**src/rtl/usb_tx_encoder.sv**
```systemverilog
// USB-style packet transmitter: SYNC pattern, NRZI-coded data with bit stuffing, then EOP.
// Bytes are pulled over a valid/last interface; a byte missing at capture time ends the packet early.
module usb_tx_encoder #(
  parameter int unsigned CLKS_PER_BIT = 8
) (
  input  logic       clk,
  input  logic       n_rst,
  input  logic       tx_start,
  input  logic [7:0] tx_data,
  input  logic       tx_valid,
  input  logic       tx_last,
  output logic       tx_ack,
  output logic       tx_busy,
  output logic       tx_done,
  output logic       tx_err,
  output logic       d_plus,
  output logic       d_minus
);

  typedef enum logic [2:0] {IDLE, SYNC, DATA, STUFF, EOP_SE0, EOP_J} state_e;

  localparam logic [3:0] TIMER_MAX = 4'(CLKS_PER_BIT - 1);

  state_e     state_q, state_d;
  logic [3:0] timer_q, timer_d;
  logic [2:0] bit_cnt_q, bit_cnt_d;
  logic [2:0] ones_q, ones_d;
  logic [7:0] shift_q, shift_d;
  logic       last_q, last_d;
  logic       dp_q, dp_d;
  logic       dm_q, dm_d;

  logic bit_end;
  logic send, send_val;
  logic advance, capture, go_eop;

  assign bit_end = (timer_q == TIMER_MAX);
  assign tx_busy = (state_q != IDLE);
  assign d_plus  = dp_q;
  assign d_minus = dm_q;

  always_comb begin
    // NOTE: every signal driven here gets a default first, so no path can infer a latch;
    // blocking assignments let the later steps below refine what earlier steps decided.
    state_d   = state_q;
    timer_d   = (state_q == IDLE || bit_end) ? 4'd0 : timer_q + 4'd1;
    bit_cnt_d = bit_cnt_q;
    ones_d    = ones_q;
    shift_d   = shift_q;
    last_d    = last_q;
    dp_d      = dp_q;
    dm_d      = dm_q;
    tx_ack    = 1'b0;
    tx_err    = 1'b0;
    tx_done   = 1'b0;
    send      = 1'b0;
    send_val  = 1'b0;
    advance   = 1'b0;
    capture   = 1'b0;
    go_eop    = 1'b0;

    unique case (state_q)
      IDLE: begin
        if (tx_start) begin
          state_d   = SYNC;
          bit_cnt_d = 3'd0;
          send      = 1'b1;
        end
      end
      SYNC: begin
        if (bit_end) begin
          if (bit_cnt_q != 3'd7) begin
            bit_cnt_d = bit_cnt_q + 3'd1;
            send      = 1'b1;
            send_val  = (bit_cnt_q == 3'd6);
          end else begin
            capture = 1'b1;
          end
        end
      end
      DATA: begin
        if (bit_end) begin
          if (ones_q == 3'd6) begin
            state_d = STUFF;
            send    = 1'b1;
          end else begin
            advance = 1'b1;
          end
        end
      end
      STUFF: begin
        if (bit_end) advance = 1'b1;
      end
      EOP_SE0: begin
        if (bit_end) begin
          if (bit_cnt_q == 3'd1) begin
            state_d = EOP_J;
            dp_d    = 1'b1;
            dm_d    = 1'b0;
          end else begin
            bit_cnt_d = bit_cnt_q + 3'd1;
          end
        end
      end
      EOP_J: begin
        if (bit_end) begin
          state_d = IDLE;
          tx_done = 1'b1;
        end
      end
      default: state_d = IDLE;
    endcase

    // bit_cnt still names the last data bit sent, so a stuff period resumes where it left off
    if (advance) begin
      if (bit_cnt_q != 3'd7) begin
        state_d   = DATA;
        bit_cnt_d = bit_cnt_q + 3'd1;
        shift_d   = shift_q >> 1;
        send      = 1'b1;
        send_val  = shift_q[1];
      end else if (last_q) begin
        go_eop = 1'b1;
      end else begin
        capture = 1'b1;
      end
    end

    if (capture) begin
      if (tx_valid) begin
        tx_ack    = 1'b1;
        state_d   = DATA;
        shift_d   = tx_data;
        last_d    = tx_last;
        bit_cnt_d = 3'd0;
        send      = 1'b1;
        send_val  = tx_data[0];
      end else begin
        tx_err = 1'b1;
        go_eop = 1'b1;
      end
    end

    if (go_eop) begin
      state_d   = EOP_SE0;
      bit_cnt_d = 3'd0;
      dp_d      = 1'b0;
      dm_d      = 1'b0;
    end

    // NRZI: a 0 toggles J<->K, a 1 holds the level and feeds the stuffing run length
    if (send) begin
      ones_d = send_val ? ones_q + 3'd1 : 3'd0;
      if (!send_val) begin
        dp_d = ~dp_q;
        dm_d = ~dm_q;
      end
    end
  end

  always_ff @(posedge clk or negedge n_rst) begin
    if (!n_rst) begin
      state_q   <= IDLE;
      timer_q   <= 4'd0;
      bit_cnt_q <= 3'd0;
      ones_q    <= 3'd0;
      shift_q   <= 8'd0;
      last_q    <= 1'b0;
      dp_q      <= 1'b1;
      dm_q      <= 1'b0;
    end else begin
      // NOTE: non-blocking assignments so every register samples the same pre-edge values.
      state_q   <= state_d;
      timer_q   <= timer_d;
      bit_cnt_q <= bit_cnt_d;
      ones_q    <= ones_d;
      shift_q   <= shift_d;
      last_q    <= last_d;
      dp_q      <= dp_d;
      dm_q      <= dm_d;
    end
  end

endmodule

```
**config.mk**
```make
export PLATFORM = sky130hd
export DESIGN_NAME = usb_tx_encoder
export DESIGN_NICKNAME = d
export VERILOG_FILES = /design/src/rtl/usb_tx_encoder.sv
export SDC_FILE = /design/constraint.sdc
export NUM_CORES = 1
export LEC_CHECK = 0
export BUFFER_PORTS_ARGS = -buffer_cell sky130_fd_sc_hd__buf_2
export CAP_MARGIN = 20
export CORE_UTILIZATION = 40
export CTS_BUF_LIST = sky130_fd_sc_hd__clkbuf_4
export DETAILED_ROUTE_END_ITERATION = 16
export PLACE_DENSITY = 0.56
export SYNTH_ARGS = -nofsm -noshare
export SYNTH_HDL_FRONTEND = slang
export SYNTH_SLANG_ARGS = --single-unit
export TNS_END_PERCENT = 20
```
**constraint.sdc**
```tcl
create_clock -name clk -period 2.46 [get_ports clk]
set_clock_uncertainty 0.1 [all_clocks]
set_input_delay 0.246 -clock clk [delete_from_list [all_inputs] [get_ports clk]]
set_output_delay 0.246 -clock clk [all_outputs]
set_load 0.005 [all_outputs]
```
==> impl_metrics.tcl <==
set metrics [dict create \
    first_global_vias 1215 \
    seqCellArea_sq_um 578 \
    dp_slack_ns 0.291 \
    wl_met3_microns 113 \
    placedInstanceArea_sq_um 1620 \
    place_inst 227 \
    relSlewSlack_pct 65.1 \
    fillers 344 \
    synth.net_count 185 \
    antenna_found_initial 0 \
    cp-start-kind "register" \
    fin_crit_sh_pct 94.2 \
    synth-adder-area-share_pct 6.79 \
    wl_met2_microns 1500 \
    nets 208 \
    cellPowerDensity_nw_per_um2 903 \
    first_iter_violations 45 \
    synth_compound_area_share_pct 16.4 \
    drive_above_1_share_pct 21.0 \
    layout_setup_ws_ns 0.143 \
    cpLargestDelayFamily "simple AND/OR/NAND/NOR gates" \
    antenna_cells 0 \
    fin_crit_ns 2.32 \
    ios 19 \
    syn_area_sq_um 1480 \
    die-area_sq_um 3940 \
    slowest_stage "or3_1" \
    maxSlewViolCount 0 \
    cts_buffers 3 \
    start_util_pct 42.9 \
    topRoutingLayerUsed "met4" \
    synth_top_family_by_area "simple AND/OR/NAND/NOR gates" \
    wire_per_inst_microns 14.0 \
    post_cts_buffers 0 \
    synth_xor_area_share_pct 1.19 \
    clk_pin_slew_ns 0.13 \
    yosys.area_share.simple_pct 25.1 \
    ctsHtreeMaxLevel 1 \
    dr.pass1.iters 4 \
    cp-end-kind "output port" \
    numPortBuffers 18 \
    setup_viol 0 \
    coreArea_sq_um 3440 \
    syn_area_per_cell_sq_um 8.99 \
    synth_top_flop_cell "dfrtp_1" \
    r2r_slack_ns 0.29 \
    reg2reg_depth 7 \
    grt_overflow 0 \
    status "completed" \
    synthCells 164 \
    worstReg2RegEnd "ones_q[2]$_DFFE_PN0P_" \
    path_buf_inv 2 \
    crit-reg2reg-launch "ones_q[0]$_DFFE_PN0P_" \
    ant_nets 0 \
    num_vias 1259 \
    holdCritStartpoint "tx_last" \
    grt_pass1_wl_microns 5770 \
    multi_input_area_sq_um 825 \
    track_usage_pct 18.7 \
    path_max_fanout 16 \
    layout.cells.non_filler 232 \
    holdPathStages 3 \
    worstPathCellList "ha_2, and3b_2, nand2_4, or3_1, inv_4, buf_2" \
    synth.area.mux_share_pct 6.19 \
    max_cap_viol_count 0 \
    crit_required_ns 2.11 \
    seq_area_frac_synth_pct 39.1 \
    die_h_microns 62.7 \
    via_per_inst 5.43 \
    ir_worst_vdd_mv 0.321 \
    clk_path_buf_depth 2 \
    clock-sinks 23 \
    synth-seq-cells 23 \
    tightest_slew_ns 0.523 \
    critPathMaxStageDelay_ns 0.41 \
    arrival_ns 1.97 \
    dp_hpwl_microns 2430 \
    drc 0 \
    grt_max_degree 24 \
    holdPathEnd "last_q$_DFFE_PN0P_" \
    yosysWarnings 0 \
    hold_class "input pin to register" \
    wl_met1_microns 1600 \
    std_cell_rows 21 \
    syn2layout_area_growth_pct 12.9 \
    insertion_delay_ns 0.31 \
    crit_type "register to output port" \
    synthArstFlopShare_pct 100 \
    routed_wl_microns 3240 \
    utilization_pct 48.4 \
    root_buffer "clkbuf_4" \
    finalSetupTns_ns 0 \
    finalHoldViolCount 0 \
    place_congestion 0.871 \
    final_cell_area_sq_um 1670 \
    die_w_microns 62.7 \
    cts_tree "yes" \
    synth_edf_count 0 \
    rsz0062_at_grt "false" \
    ys_types 47 \
    max_freq_mhz 432 \
    p_leak_uw 0.000797 \
]
[tightest hold or removal path: cells and delay by family]
kind                   cells  cell delay, ns
and+or+nand+nor            2            0.09
buffers and inverters      1            0.07
[final cells by class]
cell class / instances / area share (%)
Clock buffer: 3 / 1.35
Clock inverter: 1 / 0.301
Inverter: 10 / 2.40
Multi-Input combinational cell: 125 / 49.5
Sequential cell: 23 / 34.7
Tap cell: 46 / 3.46
Timing Repair Buffer: 24 / 8.26
[what timing repair did]
item	4_1_cts	5_1_grt
endpoints found under the setup margin	1	1
pin swaps	0	0
gates resized for setup	1	3
hold buffers	1	0
endpoints found under the hold margin	22	0
[sequential cells by signal, summed over array words and instances, names as in the netlist]
| name | count |
|---|---|
| bit_cnt_q | 3 |
| state_q | 3 |
| d_plus | 1 |
| ones_q | 3 |
| d_minus | 1 |
| last_q | 1 |
| timer_q | 4 |
| shift_q | 7 |
[report_power, final]
group	switching (uW)	internal [uW]
Sequential	132	537
Combinational	349	307
Clock	118	60.8
[cell families (layout without fill, tap and decap cells)]
family                   after synthesis  in the layout
flip-flops                            23             23
AND/OR/NAND/NOR                       69             69
multiplexers                           9              9
adder cells (fa/ha/maj)                8              8
AO/OA/AOI/OAI                         37             37
buffers and inverters                 16             38
XOR/XNOR                               2              2
[per-layer routing]
layer	GRT usage (%)	vias up
met5	0	-
met4	5.23	0
met1	26.1	603
met3	2.55	4
li1	-	630
met2	30.0	22
[synthesized netlist by cell type (2+ instances only)]
master | n | area (sq um)
a21oi_1 | 10 | 50.1
a22o_1 | 2 | 17.5
a22oi_1 | 2 | 15.0
and3_1 | 3 | 18.8
buf_2 | 2 | 10.0
buf_6 | 2 | 22.5
clkbuf_1 | 2 | 7.51
dfrtp_1 | 22 | 551
ha_1 | 8 | 100
inv_1 | 9 | 33.8
mux2i_1 | 8 | 80.1
nand2_1 | 21 | 78.8
nand2b_1 | 3 | 18.8
nand3_1 | 5 | 25.0
nand3b_1 | 4 | 30.0
nand4_1 | 2 | 12.5
nor2_1 | 8 | 30.0
nor2b_1 | 4 | 25.0
nor3_1 | 8 | 40.0
nor4b_1 | 2 | 17.5
o21ai_0 | 10 | 50.1
or3_1 | 2 | 12.5
[how the worst max path moves through the flow]
stage	slack [ns]	cells after the start	start	to
2_1_floorplan	0.54	6	bit_cnt_q[0]$_DFF_PN0_	ones_q[2]$_DFFE_PN0P_
3_3_place_gp	0.32	5	state_q[0]$_DFF_PN0_	ones_q[2]$_DFFE_PN0P_
3_5_place_dp	0.29	5	state_q[0]$_DFF_PN0_	ones_q[2]$_DFFE_PN0P_
4_1_cts	0.02	6	timer_q[0]$_DFF_PN0_	tx_ack
5_1_grt	0.01	6	timer_q[0]$_DFF_PN0_	tx_ack
6_report	0.14	6	timer_q[0]$_DFF_PN0_	tx_ack
[metrics by stage]
stage / hold slack (ns) / total power, uW
after global placement: 0.152 / 1300
after global routing: 0.00672 / 1640
final: 0.0202 / 1500
after floorplan: -0.150 / 1130
after CTS: 0.00579 / 1510
after detailed placement: 0.161 / 1320
[placed cells by master (no fill, tap or decap), types with 2 or more instances in the layout]
cell / instances
buf_4: 5
inv_1: 9
mux2i_1: 8
buf_2: 18
a21oi_1: 10
nor4b_1: 2
nor2b_1: 4
nand2b_1: 3
a22o_1: 2
ha_1: 7
nand3_1: 5
and3_1: 3
nor2_1: 8
a22oi_1: 2
clkbuf_4: 3
nand2_1: 21
nand3b_1: 4
or3_1: 2
nand4_1: 2
nor3_1: 8
dfrtp_1: 21
o21ai_0: 10
(Power assumes the default switching activity.)
